$ cat config.mk
export PLATFORM = sky130hd
export DESIGN_NAME = mem_arbiter
export DESIGN_NICKNAME = d
export VERILOG_FILES = /design/src/rtl/mem_arbiter.sv
export SDC_FILE = /design/constraint.sdc
export NUM_CORES = 1
export LEC_CHECK = 0
export BUFFER_PORTS_ARGS = -buffer_cell sky130_fd_sc_hd__clkbuf_2
export CORE_ASPECT_RATIO = 0.7
export CORE_MARGIN = 2
export CORE_UTILIZATION = 35
export CTS_CLUSTER_DIAMETER = 200
export DETAILED_ROUTE_END_ITERATION = 6
export PLACE_DENSITY = 0.68
export SYNTH_ARGS = -nofsm -noshare
export SYNTH_HDL_FRONTEND = slang
export SYNTH_SLANG_ARGS = --single-unit
$ cat constraint.sdc
create_clock -name clk -period 10.5 [get_ports clk]
set_clock_uncertainty 0.05 [all_clocks]
set_input_delay 1.575 -clock clk [delete_from_list [all_inputs] [get_ports clk]]
set_output_delay 1.575 -clock clk [all_outputs]
set_load 0.01 [all_outputs]
$ cat src/rtl/mem_arbiter.sv
// Two-port round-robin arbiter sharing one single-port memory between
// instruction fetch (port 0) and load/store (port 1). One transaction is
// in flight at a time: IDLE arbitrates, ACCESS drives the memory until it
// acks or the timeout expires, RESP returns a one-cycle ack to the winner.
module mem_arbiter #(
   parameter int TIMEOUT = 16
) (
   input  logic        clk,
   input  logic        rst_n,
   input  logic        p0_rd_en_i,
   input  logic        p0_wr_en_i,
   input  logic [31:0] p0_addr_i,
   input  logic [31:0] p0_data_i,
   output logic [31:0] p0_data_o,
   output logic        p0_ack_o,
   input  logic        p1_rd_en_i,
   input  logic        p1_wr_en_i,
   input  logic [31:0] p1_addr_i,
   input  logic [31:0] p1_data_i,
   output logic [31:0] p1_data_o,
   output logic        p1_ack_o,
   output logic        mem_rd_en_o,
   output logic        mem_wr_en_o,
   output logic [31:0] mem_addr_o,
   output logic [31:0] mem_data_o,
   input  logic [31:0] mem_data_i,
   input  logic        mem_ack_i,
   output logic        err_o,
   output logic        busy_o
);

   typedef enum logic [1:0] {
      S_IDLE   = 2'd0,
      S_ACCESS = 2'd1,
      S_RESP   = 2'd2
   } state_t;

   // Last counter value before a missing memory ack becomes an error.
   localparam logic [7:0] LP_CNT_LAST = 8'(TIMEOUT - 1);

   state_t      r_state;
   state_t      w_next;

   // Control registers (reset).
   logic        r_last_grant;
   logic [7:0]  r_cnt;
   logic        r_err;

   // Transaction registers (only meaningful once a grant has happened).
   logic        r_port;
   logic        r_wr;
   logic [31:0] r_addr;
   logic [31:0] r_wdata;
   logic [31:0] r_rdata;

   logic        w_p0_req;
   logic        w_p1_req;
   logic        w_grant;
   logic        w_grant_port;
   logic        w_timeout;
   logic        w_access;
   logic        w_resp;

   assign w_p0_req = p0_rd_en_i | p0_wr_en_i;
   assign w_p1_req = p1_rd_en_i | p1_wr_en_i;

   // Next-state logic: round-robin grant in IDLE, ack/timeout exit from ACCESS.
   always_comb begin
      w_next       = r_state;
      w_grant      = 1'b0;
      w_grant_port = 1'b0;
      w_timeout    = 1'b0;
      case (r_state)
         S_IDLE: begin
            if (w_p0_req && w_p1_req) begin
               w_grant      = 1'b1;
               w_grant_port = ~r_last_grant;
            end else if (w_p0_req) begin
               w_grant      = 1'b1;
               w_grant_port = 1'b0;
            end else if (w_p1_req) begin
               w_grant      = 1'b1;
               w_grant_port = 1'b1;
            end
            if (w_grant) begin
               w_next = S_ACCESS;
            end
         end
         S_ACCESS: begin
            if (mem_ack_i) begin
               w_next = S_RESP;
            end else if (r_cnt == LP_CNT_LAST) begin
               w_timeout = 1'b1;
               w_next    = S_RESP;
            end
         end
         S_RESP: begin
            w_next = S_IDLE;
         end
         default: begin
            w_next = S_IDLE;
         end
      endcase
   end

   // State register plus latching of the granted request and its response.
   always_ff @(posedge clk) begin
      if (!rst_n) begin
         r_state      <= S_IDLE;
         r_last_grant <= 1'b1;
         r_cnt        <= 8'd0;
         r_err        <= 1'b0;
      end else begin
         r_state <= w_next;
         case (r_state)
            S_IDLE: begin
               if (w_grant) begin
                  r_port  <= w_grant_port;
                  r_cnt   <= 8'd0;
                  r_err   <= 1'b0;
                  // A simultaneous rd+wr is treated as a write.
                  r_wr    <= w_grant_port ? p1_wr_en_i : p0_wr_en_i;
                  r_addr  <= w_grant_port ? p1_addr_i  : p0_addr_i;
                  r_wdata <= w_grant_port ? p1_data_i  : p0_data_i;
               end
            end
            S_ACCESS: begin
               if (mem_ack_i) begin
                  r_rdata      <= r_wr ? 32'd0 : mem_data_i;
                  r_err        <= 1'b0;
                  r_last_grant <= r_port;
               end else if (w_timeout) begin
                  r_rdata      <= 32'd0;
                  r_err        <= 1'b1;
                  r_last_grant <= r_port;
               end else begin
                  r_cnt <= r_cnt + 8'd1;
               end
            end
            default: begin
            end
         endcase
      end
   end

   assign w_access = (r_state == S_ACCESS);
   assign w_resp   = (r_state == S_RESP);

   assign mem_rd_en_o = w_access & ~r_wr;
   assign mem_wr_en_o = w_access &  r_wr;
   assign mem_addr_o  = w_access ? r_addr  : 32'd0;
   assign mem_data_o  = w_access ? r_wdata : 32'd0;

   assign p0_ack_o  = w_resp & ~r_port;
   assign p1_ack_o  = w_resp &  r_port;
   assign p0_data_o = (w_resp && !r_port) ? r_rdata : 32'd0;
   assign p1_data_o = (w_resp &&  r_port) ? r_rdata : 32'd0;
   assign err_o     = w_resp & r_err;
   assign busy_o    = (r_state != S_IDLE);

endmodule

==> run summary <==
Mux share of post-synthesis cell area: 13.8%
Reg2reg path depth: 4
Clk buf depth: 2
Post-Syn Area: 0.00550 mm2
Worst-Margin Slew: 1.11 ns
Via-to-Cell Ratio: 4.56
Post-synth top area cell: edfxtp_1
Post-synth EDFFs: 98
Top-count cell post-synth: and2_1
Area post-placement: 0.00718 mm2
First-pass GRT wire length: 20300 um
Synth Area in Adders: 0.227%
Setup Viol. Count Final: 0
IO buf count: 300
Status: completed
Root Driver: clkbuf_16
Starting DRT DRC Count: 269
CTS sink count: 110
Largest stage delay, worst path: 0.93 ns
Final core utilization: 48.3%
Buffers plus inverters on the worst setup path: 1
Drt drc: 0
Routed vias: 4234
Switching Share: 25.0%
WP data arrival: 2.19 ns
Vias in the first global route: 4112
Num CTS Buffers: 9
Synth warn: 0
WL final: 13500 um
Starting Density: 35.6%
GR Util All Layers: 15.4%
Initial antenna violation count: 0
P_leak: 0.00339 uW
Xor/xnor share of the synthesized area: 0%
Startpoint Class: flip-flop
Compound-Gate Fraction of Synth Area: 2.68%
Fin. Hold Viols: 0
Yosys reg bits: 110
Core area: 0.0155 mm2
Post-Synthesis Cells: 433
WP depth: 3
Ant. Diodes: 0
Worst path cell trace: nor2b_4, and2_1, clkbuf_2
Max VDD drop: 0.0000898 V
Height of the die: 109 um
Ys async rst share: 0%
CP Capture Type: primary output
Hold-critical path depth: 2
Skew-Pair Late Insertion Delay: 0.34 ns
Pwr/cell area: 135 mW/mm2
Design area: 0.00746 mm2
Nets: 891
Final RePlAce weighted congestion: 0.810
Pre-antenna DRT Iters: 5
Crit path kind: reg2out
Tcrit/Tclk final: 36.4%
Slew HR: 25.6%
Max Cap Viol: 0
Die width: 154 um
Die area: 0.0168 mm2
Post-Syn Area per Cell: 12.7 um2
Fin. max-slew vios: 0
Drt wl/cell: 14.5 um
Primary FF master, synth: edfxtp_1
Global route total overflow: 0
Critical Path RT: 8.88 ns
Dpl hpwl: 10200 um
H-Tree Depth: 3
Tmin final: 3.82 ns
Fmax: 262 MHz
CTS tree: yes
CP max stage cell: nor2b_4
Crit-path max FO: 67
Sequential area share after synthesis: 57.9%
Post-CTS Setup Inserts: 0
Layout cells sized above 1: 54.3%
PostCTS Resize Cnt: 0
Area growth, synth to finish: 35.6%
Overall power: 1000 uW
Clock group share of total power: 32.2%
Post-Synth Simple-Gate Area: 22.5%
Seq pwr share: 51.5%
Post-DRT Antenna Nets: 0
Mapped Nets: 601
Largest net degree at the start of global routing: 68
Top-area cell type share of the netlist area: 53.5%
Delay-heaviest family, CP: simple AND/OR/NAND/NOR gates
CTS Hold Buffers Added: 0
Post-synth cell types: 36
Worst min path class: reg2reg
Largest family of logic cells by synthesized area: simple AND/OR/NAND/NOR gates
Synth top cells by count: 161 x and2_1, 98 x edfxtp_1, 64 x mux2_2
Top cells by area, synth: edfxtp_1 53%, and2_1 18%, mux2_2 13%
TNS Setup: 0 ns
P_sw: 251 uW
Pint: 754 uW
Clock transition at path regs: 0.07 ns
Combinational share of power: 16.2%
Unrepaired setup endpoints after global routing: false
Row count: 38
I/O Pins: 301
-- cell type report --
type | instances | area (um2)
clock buffers | 10 | 229
repair buffers | 305 | 1540
well taps | 200 | 250
multi-input cells | 293 | 2200
inverters | 4 | 15.0
flip-flops and latches | 110 | 3180
clock inverters | 6 | 46.3
fillers | 1414 | 7990
-- layout by cell type (no fill, tap or decap), types with 2 or more instances in the layout --
| cell | Yosys | final |
|---|---|---|
| a2111o_1 | 3 | 3 |
| a21oi_1 | 8 | 8 |
| and2_1 | 161 | 161 |
| and3b_1 | 2 | 2 |
| and4_1 | 2 | 2 |
| buf_4 | 1 | 5 |
| clkbuf_16 | 0 | 9 |
| clkbuf_2 | 0 | 300 |
| clkinvlp_4 | 0 | 2 |
| dfxtp_1 | 12 | 12 |
| edfxtp_1 | 98 | 98 |
| inv_1 | 4 | 4 |
| inv_6 | 0 | 2 |
| mux2_2 | 64 | 64 |
| mux2i_1 | 4 | 4 |
| nand2_1 | 9 | 9 |
| nand3_1 | 8 | 8 |
| nor2_1 | 5 | 4 |
| o2111ai_1 | 3 | 3 |
| o21ai_0 | 2 | 2 |
| or2_2 | 5 | 5 |
-- power groups by stage --
| stage | Combinational, uW | Sequential, uW | Clock [uW] |
|---|---|---|---|
| 2_1_floorplan | 95.6 | 527 | 0 |
| 4_1_cts | 166 | 518 | 333 |
| 3_3_place_gp | 162 | 527 | 0 |
| 3_5_place_dp | 165 | 528 | 0 |
| 6_report | 163 | 518 | 324 |
| 5_1_grt | 180 | 520 | 348 |
-- registers in the layout, indices dropped and copies added, names as in the netlist --
| name | count |
|---|---|
| r_addr | 32 |
| r_cnt | 8 |
| r_err | 1 |
| r_last_grant | 1 |
| r_port | 1 |
| r_rdata | 32 |
| r_state | 2 |
| r_wdata | 32 |
| r_wr | 1 |
-- stage by stage --
| stage | hold slack, ns | worst slack (ns) | cells |
|---|---|---|---|
| 2_1_floorplan | 0.395 | 5.19 | 433 |
| 3_3_place_gp | 0.415 | 6.67 | 912 |
| 3_5_place_dp | 0.435 | 6.56 | 912 |
| 4_1_cts | 0.446 | 6.64 | 928 |
| 5_1_grt | 0.461 | 6.42 | 928 |
| 6_report | 0.441 | 6.68 | 928 |
-- logic make-up (layout without fill, tap and decap cells) --
kind of cell / Yosys count / after routing
simple gates: 203 / 203
fa+ha+maj: 1 / 1
mux: 68 / 68
flops: 110 / 110
compound gates: 21 / 21
buf+inv: 30 / 325
-- layer usage --
metal / track usage [%] / vias to the layer above / part of all wire [%]
met3: 5.13 / 16 / 7.0
met5: 0 / - / 0
met1: 18.4 / 1984 / 41
li1: - / 2086 / -
met4: 4.01 / 0 / 1.4
met2: 27.0 / 148 / 51
-- path summary, 6_finish.rpt --
path               from       endpoint  slack, ns
min               r_err          r_err       0.44
max          r_state[0]  mem_addr_o[5]       6.68
min reg2reg       r_err          r_err       0.44
max reg2reg  r_state[1]     r_wdata[0]       7.82
-- worst register-to-register path, stage by stage (launching register included) --
cell	delay, ns
dfxtp_1	0.38
nor2_1	0.21
nand2_1	0.38
nor2_4	0.68
buf_4	0.60
Power figures use the tool's default switching activity.
